--- config.mk ---
export PLATFORM = sky130hd
export DESIGN_NAME = alu_uart_sequencer
export DESIGN_NICKNAME = d
export VERILOG_FILES = /design/src/rtl/alu_uart_pkg.sv /design/src/rtl/alu_uart_sequencer_seq_timer.sv /design/src/rtl/alu_uart_sequencer.sv
export SDC_FILE = /design/constraint.sdc
export NUM_CORES = 1
export LEC_CHECK = 0
export BUFFER_PORTS_ARGS = -buffer_cell sky130_fd_sc_hd__buf_2
export CAP_MARGIN = 20
export CORE_ASPECT_RATIO = 1.1
export CORE_MARGIN = 2
export CORE_UTILIZATION = 26
export DETAILED_ROUTE_END_ITERATION = 16
export GPL_TIMING_DRIVEN = 1
export PLACE_DENSITY_LB_ADDON = 0.1
export SLEW_MARGIN = 20
export SYNTH_ARGS = -nofsm -noshare
export SYNTH_HDL_FRONTEND = slang
export SYNTH_SLANG_ARGS = --single-unit
export TNS_END_PERCENT = 30
--- constraint.sdc ---
create_clock -name clk -period 2.3 [get_ports clk]
set_input_delay 0.345 -clock clk [delete_from_list [all_inputs] [get_ports clk]]
set_output_delay 0.345 -clock clk [all_outputs]
set_load 0.02 [all_outputs]
--- src/rtl/alu_uart_pkg.sv ---
// Shared state encoding and default widths for the UART-to-ALU sequencer.
package alu_uart_pkg;

    localparam int unsigned NBIT_DATA_LEN = 8;
    localparam int unsigned NBIT_OP_LEN   = 6;

    typedef enum logic [2:0] {
        S_WAIT_A   = 3'd0,
        S_WAIT_B   = 3'd1,
        S_WAIT_OP  = 3'd2,
        S_ALU_WAIT = 3'd3,
        S_TX_START = 3'd4,
        S_TX_WAIT  = 3'd5
    } state_t;

endpackage

--- src/rtl/alu_uart_sequencer_seq_timer.sv ---
// Saturating clear/enable up-counter with a terminal-count compare.
module seq_timer #(
    parameter int unsigned WIDTH = 16
) (
    input  logic             clk,
    input  logic             rst_n,
    input  logic             clr,
    input  logic             en,
    input  logic [WIDTH-1:0] tc,
    output logic             hit_c
);

    logic [WIDTH-1:0] count;

    // Holds at all-ones rather than wrapping back into a false terminal count.
    always_ff @(posedge clk) begin
        if (!rst_n || clr) begin
            count <= '0;
        end else if (en && (count != '1)) begin
            count <= count + WIDTH'(1);
        end
    end

    assign hit_c = (count == tc);

endmodule

--- src/rtl/alu_uart_sequencer.sv ---
// Collects A, B and opcode bytes from the UART receiver, drives the ALU,
// and hands the settled result to the UART transmitter.
module alu_uart_sequencer #(
    parameter int unsigned NBIT_DATA_LEN  = alu_uart_pkg::NBIT_DATA_LEN,
    parameter int unsigned NBIT_OP_LEN    = alu_uart_pkg::NBIT_OP_LEN,
    parameter int unsigned TIMEOUT_CYCLES = 50000,
    parameter int unsigned ALU_LATENCY    = 1
) (
    input  logic                     clk,
    input  logic                     rst_n,
    input  logic                     rx_done_tick,
    input  logic [NBIT_DATA_LEN-1:0] rx_data_in,
    input  logic [NBIT_DATA_LEN-1:0] alu_result_in,
    input  logic                     tx_done_tick,
    output logic [NBIT_DATA_LEN-1:0] alu_a,
    output logic [NBIT_DATA_LEN-1:0] alu_b,
    output logic [NBIT_OP_LEN-1:0]   alu_op,
    output logic                     tx_start,
    output logic [NBIT_DATA_LEN-1:0] tx_data_out,
    output logic                     busy,
    output logic                     timeout_err,
    output logic                     rx_overrun
);
    import alu_uart_pkg::*;

    localparam int unsigned TMR_MAX = (TIMEOUT_CYCLES > ALU_LATENCY) ? TIMEOUT_CYCLES : ALU_LATENCY;
    localparam int unsigned TW      = $clog2(TMR_MAX + 1);
    localparam logic [TW-1:0] TO_TC  = TW'(TIMEOUT_CYCLES - 1);
    localparam logic [TW-1:0] LAT_TC = TW'(ALU_LATENCY - 1);

    state_t        state;
    logic          tmr_clr_c;
    logic          tmr_en_c;
    logic          tmr_hit_c;
    logic [TW-1:0] tmr_tc_c;

    // One timer serves both the inter-byte timeout and the ALU settle wait.
    always_comb begin
        tmr_clr_c = 1'b0;
        tmr_en_c  = 1'b0;
        case (state)
            S_WAIT_A:            tmr_clr_c = 1'b1;
            S_WAIT_B, S_WAIT_OP: begin
                if (rx_done_tick) tmr_clr_c = 1'b1;
                else              tmr_en_c  = 1'b1;
            end
            S_ALU_WAIT:          tmr_en_c  = 1'b1;
            default:             tmr_clr_c = 1'b1;
        endcase
    end

    assign tmr_tc_c = (state == S_ALU_WAIT) ? LAT_TC : TO_TC;

    seq_timer #(
        .WIDTH (TW)
    ) u_timer (
        .clk   (clk),
        .rst_n (rst_n),
        .clr   (tmr_clr_c),
        .en    (tmr_en_c),
        .tc    (tmr_tc_c),
        .hit_c (tmr_hit_c)
    );

    always_ff @(posedge clk) begin
        if (!rst_n) begin
            state       <= S_WAIT_A;
            alu_a       <= '0;
            alu_b       <= '0;
            alu_op      <= '0;
            tx_start    <= 1'b0;
            tx_data_out <= '0;
            busy        <= 1'b0;
            timeout_err <= 1'b0;
            rx_overrun  <= 1'b0;
        end else begin
            tx_start    <= 1'b0;
            timeout_err <= 1'b0;
            rx_overrun  <= 1'b0;
            case (state)
                S_WAIT_A: begin
                    if (rx_done_tick) begin
                        alu_a <= rx_data_in;
                        busy  <= 1'b1;
                        state <= S_WAIT_B;
                    end
                end
                S_WAIT_B: begin
                    // A byte arriving on the expiry cycle is still accepted.
                    if (rx_done_tick) begin
                        alu_b <= rx_data_in;
                        state <= S_WAIT_OP;
                    end else if (tmr_hit_c) begin
                        timeout_err <= 1'b1;
                        busy        <= 1'b0;
                        state       <= S_WAIT_A;
                    end
                end
                S_WAIT_OP: begin
                    if (rx_done_tick) begin
                        alu_op <= rx_data_in[NBIT_OP_LEN-1:0];
                        state  <= S_ALU_WAIT;
                    end else if (tmr_hit_c) begin
                        timeout_err <= 1'b1;
                        busy        <= 1'b0;
                        state       <= S_WAIT_A;
                    end
                end
                S_ALU_WAIT: begin
                    rx_overrun <= rx_done_tick;
                    if (tmr_hit_c) begin
                        tx_data_out <= alu_result_in;
                        tx_start    <= 1'b1;
                        state       <= S_TX_START;
                    end
                end
                S_TX_START: begin
                    rx_overrun <= rx_done_tick;
                    state      <= S_TX_WAIT;
                end
                S_TX_WAIT: begin
                    rx_overrun <= rx_done_tick;
                    if (tx_done_tick) begin
                        busy  <= 1'b0;
                        state <= S_WAIT_A;
                    end
                end
                default: begin
                    tx_start    <= tx_start;
                    timeout_err <= timeout_err;
                    rx_overrun  <= rx_overrun;
                    state       <= S_WAIT_A;
                end
            endcase
        end
    end

endmodule

Yosys cells after proc, flatten, opt, wreduce, memory -nomap -nowiden
Index checks and enable logic that the tools add are counted.

Flip-flop bits (word level): 53. Latch bits: 0. RAM bits: 0. Memory bits (read-only): 0. Input port bits: 20. Logic and storage cells: 64. Memories kept: 0.

$add $sub $neg: 1. $mul: 0. Divide/modulo/power cells: 0. $lt $le $gt $ge: 0. Equality and inequality tests: 12. Shifts and indexed selects: 0. Multiplexer cells: 22. Bitwise logic cells: 0. Reduce and logical (&&, ||, !) cells: 19.

Operators by type and width (count): $mux 3 (6); $pmux 3 s6 (1); $add 16x1->16 const B (1); $eq 16x16->1 (1); $mux 16 (1); $ne 16x16->1 const B (1); $pmux 1 s2 (5); $mux 1 (8); $ne 2x2->1 const B (4); $reduce_and 2->1 (4); $eq 3x2->1 const B (2); $eq 3x3->1 const B (2); $reduce_bool 2->1 (3); $reduce_or 3->1 (2); $reduce_and 5->1 (1); $reduce_or 5->1 (1); $reduce_or 4->1 (1); $eq 3x1->1 const B (1); $logic_not 3->1 (1); $pmux 1 s3 (1); $reduce_and 3->1 (1); $reduce_bool 3->1 (1); $ne 2x1->1 const B (1); $reduce_or 2->1 (1); other kinds (3) (3).

Depth between registers and ports, before layout
Word-level depth: 6. Gate-level depth with buffers: 7. Mapped depth without buffers: 6.

Cells and area by module
Synthesis repeated with hierarchy kept, for this count alone.

Cell total of the unflattened synthesis: 291. Area total of the unflattened synthesis: 2618.8 sq um.

Modules (own cells, without submodules): alu_uart_sequencer (times used 1, cells each 172, area each 1602.8 sq um); seq_timer (times used 1, cells each 119, area each 1016.0 sq um).

Worst setup path after synthesis
Ideal clock, no wire load.

Kind: register -> register. Start point: reg u_timer.count[7]. End point: reg u_timer.count[3]. Setup time: 0.128 ns. Arrival time: 1.650 ns. Path slack: 0.522 ns. Stages on the path, launching flop included: 7. Buffers on the path: 1. Clock period less this slack: 1.778 ns. Cell sequence: dfxtp_1 -> nand4_2 -> or4_1 -> buf_6 -> o2111ai_1 -> xor2_1 -> nor2_1.

Cells in the longest elaborated chain, start to end: 2.

Ends and longest elaborated chain: start, declared (RTL line alu_uart_sequencer_seq_timer.sv:13) `logic [WIDTH-1:0] count;`; start signal, assigned (RTL line alu_uart_sequencer_seq_timer.sv:20) `count <= count + WIDTH'(1);`; $ne 16x16->1 (RTL line alu_uart_sequencer_seq_timer.sv:19) `end else if (en && (count != '1)) begin`; $logic_and 1x1->1 (RTL line alu_uart_sequencer_seq_timer.sv:19).

No other way between the ends. A chain may end at the register's enable or synchronous reset.

Worst setup path after layout
Start point: reg u_timer.count[5]. End point: reg tx_data_out[0].

Cells in the longest elaborated chain, start to end: 2.

Ends and longest elaborated chain: $eq 16x16->1 (RTL line alu_uart_sequencer_seq_timer.sv:24) `assign hit_c = (count == tc);`; $reduce_and 2->1 (no source line); end signal, assigned (RTL line alu_uart_sequencer.sv:112) `tx_data_out <= alu_result_in;`; end, declared (RTL line alu_uart_sequencer.sv:19) `output logic [NBIT_DATA_LEN-1:0] tx_data_out,`.

No other way between the ends.

==> results.md <==
- Largest net degree at the start of global routing: 27
- Clk buf depth: 2
- Setup Crit Path Kind: flop to flop
- Critical path origin: u_timer.count[5]$_SDFFE_PP0P_
- DRC errors left: 0
- R2R cell count: 5
- Clock Skew: 11.9 ps
- Synth unique cells: 47
- Initial antenna violation count: 0
- Die H: around 100 um
- Hold crit path type: input port to flop
- Critical path launch point type: flop
- CTS tree: built
- CP Capture Point: tx_data_out[0]$_SDFFE_PN0P_
- RSZ-0062 raised after global routing: false
- Critical path capture point type: flop
- Final setup fails: 0
- Sw Pwr: 0.520 mW
- Area post-placement: 2870 um2
- Final period util: 0.878
- Synthesis Warnings: 0
- RR Startpoint: u_timer.count[5]$_SDFFE_PP0P_
- 1st-iter DRT viols: 45
- Root buffer cell: clkbuf_8
- H-tree levels: 2
- Clock transition at path regs: 100 ps
- Fin Setup TNS: 0 ps
- Vias: 2013
- Critical path data required time: 2540 ps
- Yosys reg bits: 53
- Worst-Margin Slew: ~620 ps
- Worst setup margin: between 200 and 300 ps
- Post_cts resized: 0
- Ys async rst share: 0
- Post-Syn Area: 2400 um2
- Maximum vdd ir drop: approximately 230 uV
- Worst-Skew Late Latency: 310 ps
- Hold WS: 271 ps
- Top cells by count, synth: dfxtp_1, nand2_1, mux2i_1, nor2_1, nor2b_1
- Final Hold Violating Endpoints: 0
- Initial Utilization: 0.269
- Fmax: slightly below 0.5 GHz
- Drt pass-1 iters: 4
- Total Routed Length: 5700 um
- Synth top area cells: dfxtp_1, mux2i_1, nand2_1
- Run status: complete, no violations
- Die Area: about 10000 um2
- Pre-CTS setup slack: 292 ps
- Grt ovf: 0
- Share of the synthesized area in the top cell type: 0.442
- Critical path arrival: 2260 ps
- Top-count cell post-synth: dfxtp_1
- Number of flops mapped to enable cells by yosys: 0
- Switch share: 0.287
- Clock power frac: 0.292
- Count of pins over their slew limit: 0
- Post-Place Cells: around 440
- I/O pins: 54
- Detail Route Antenna Nets: 0
- Non-filler instance count after layout: around 440
- Most used DFF post-synth: dfxtp_1
- Post-Syn Nets: 287
- Vias in the first global route: 2004
- Total track usage: 0.117
- Design Power: 1.81 mW
- DP HPWL: 4180 um
- Max_cap viols: 0
- Sequential area share after synthesis: 0.442
- Port buffer count: 53
- Filler instances: 950
- Final core utilization: 0.331
- Via density: ~4.5
- Clock sink count: between 50 and 60
- Share of post-route cells with drive strength above 1: 0.261
- Worst Path Max Fanout: 10
- Postcts setup bufs: 0
- Share of power burned in registers: 0.540
- Comb pwr share: 0.168
- Tmin final: 2020 ps
- Core ar.: slightly below 9000 um2
- Post-Syn Area per Cell: 9.02 um2
- WL/cell: 12.9 um
- Power Density: 614 nW/um2
- First-pass GRT wire length: between 9000 and 10000 um
- Worst R2R End: tx_data_out[0]$_SDFFE_PN0P_
- Routability cong.: about 0.86
- Diode count: 0
- Area grow syn2layout: 23.2%
- Int Power: approximately 1.3 mW
- CTS Hold Bufs: 0
- Total Nets Final: around 350
- Chip width: 95.6 um
- Yosys top cell by area: dfxtp_1
- Mapped Cells: 266
- Pleak: 1.15 nW
- Number of CTS-inserted buffers: 5
- FF-to-FF setup slack: 280 ps
- Slew headroom: 0.583
- FP Rows: 36
- Design Area, Final: between 2000 and 3000 um2
==> critical path, stage by stage (launching register included) <==
cell and delay (ps):
dfxtp_1 360, or4_1 540, nor4_2 300, nand4_2 260
nor2_8 270, mux2i_1 210
==> per-layer routing <==
metal	wire length, um	track usage	share of wire
met1	2710	0.153	0.47
met2	2660	0.192	0.47
met3	286	0.0202	0.050
met4	51	0.0367	0.0089
met5	0	0	0
==> flip-flops by register name, indices dropped and copies added, names as in the netlist <==
signal         cells
busy               1
alu_op             6
tx_data_out        8
u_timer.count     16
tx_start           1
alu_b              8
timeout_err        1
rx_overrun         1
state              3
alu_a              8
==> worst min-delay path by stage <==
stage / endpoint / from / slack, ps / depth (start not counted)
5_1_grt: tx_data_out[5]$_SDFFE_PN0P_ / alu_result_in[5] / 280 / 3
3_5_place_dp: tx_data_out[4]$_SDFFE_PN0P_ / tx_data_out[4]$_SDFFE_PN0P_ / 450 / 2
3_3_place_gp: tx_data_out[6]$_SDFFE_PN0P_ / tx_data_out[6]$_SDFFE_PN0P_ / 440 / 2
6_report: tx_data_out[4]$_SDFFE_PN0P_ / alu_result_in[4] / 270 / 3
4_1_cts: tx_data_out[2]$_SDFFE_PN0P_ / alu_result_in[2] / 260 / 3
2_1_floorplan: u_timer.count[4]$_SDFFE_PP0P_ / u_timer.count[4]$_SDFFE_PP0P_ / 480 / 2
==> cells in the final DEF, fill, tap and decap left out, types with 4 or more instances in the layout <==
cell	instances
clkbuf_8	5
nand3_1	8
a21oi_1	5
o2111ai_1	4
nor3_1	4
buf_4	16
dfxtp_1	53
o21a_1	4
a21boi_0	9
and3_1	4
or3_1	4
nor2b_1	14
nor2_1	18
xor2_1	8
mux2i_1	22
nor4_1	5
o21ai_0	5
buf_2	53
nand2_1	47
==> power by group through the flow <==
| stage | Clock [mW] | Sequential [mW] | Combinational [mW] |
|---|---|---|---|
| floorplan | 0 | 1.04 | 0.158 |
| global placement | 0 | 1.00 | 0.310 |
| detailed placement | 0 | 1.00 | 0.310 |
| CTS | 0.560 | 0.979 | 0.311 |
| global route | 0.591 | 0.985 | 0.340 |
| finish | 0.530 | 0.979 | 0.305 |
==> cell type report <==
type	count	area, um2	share of cell area
inverter	3	11.3	0.00381
tap	114	143	0.0483
multi-input combinational	196	1270	0.429
sequential	53	1060	0.359
clock inverter	2	15.0	0.00508
clock buffer	6	72.6	0.0246
timing repair buffer	69	385	0.130
==> kinds of logic (layout without fill, tap and decap cells) <==
| logic type | Yosys count | count (layout) | synth area share |
|---|---|---|---|
| adder cells (fa/ha/maj) | 1 | 1 | 0.00522 |
| AND/OR/NAND/NOR | 122 | 122 | 0.272 |
| buffers and inverters | 17 | 80 | 0.0313 |
| multiplexers | 22 | 22 | 0.0918 |
| flip-flops | 53 | 53 | 0.442 |
| AO/OA/AOI/OAI | 40 | 40 | 0.117 |
| XOR/XNOR | 11 | 11 | 0.0402 |
Power figures use the tool's default switching activity.
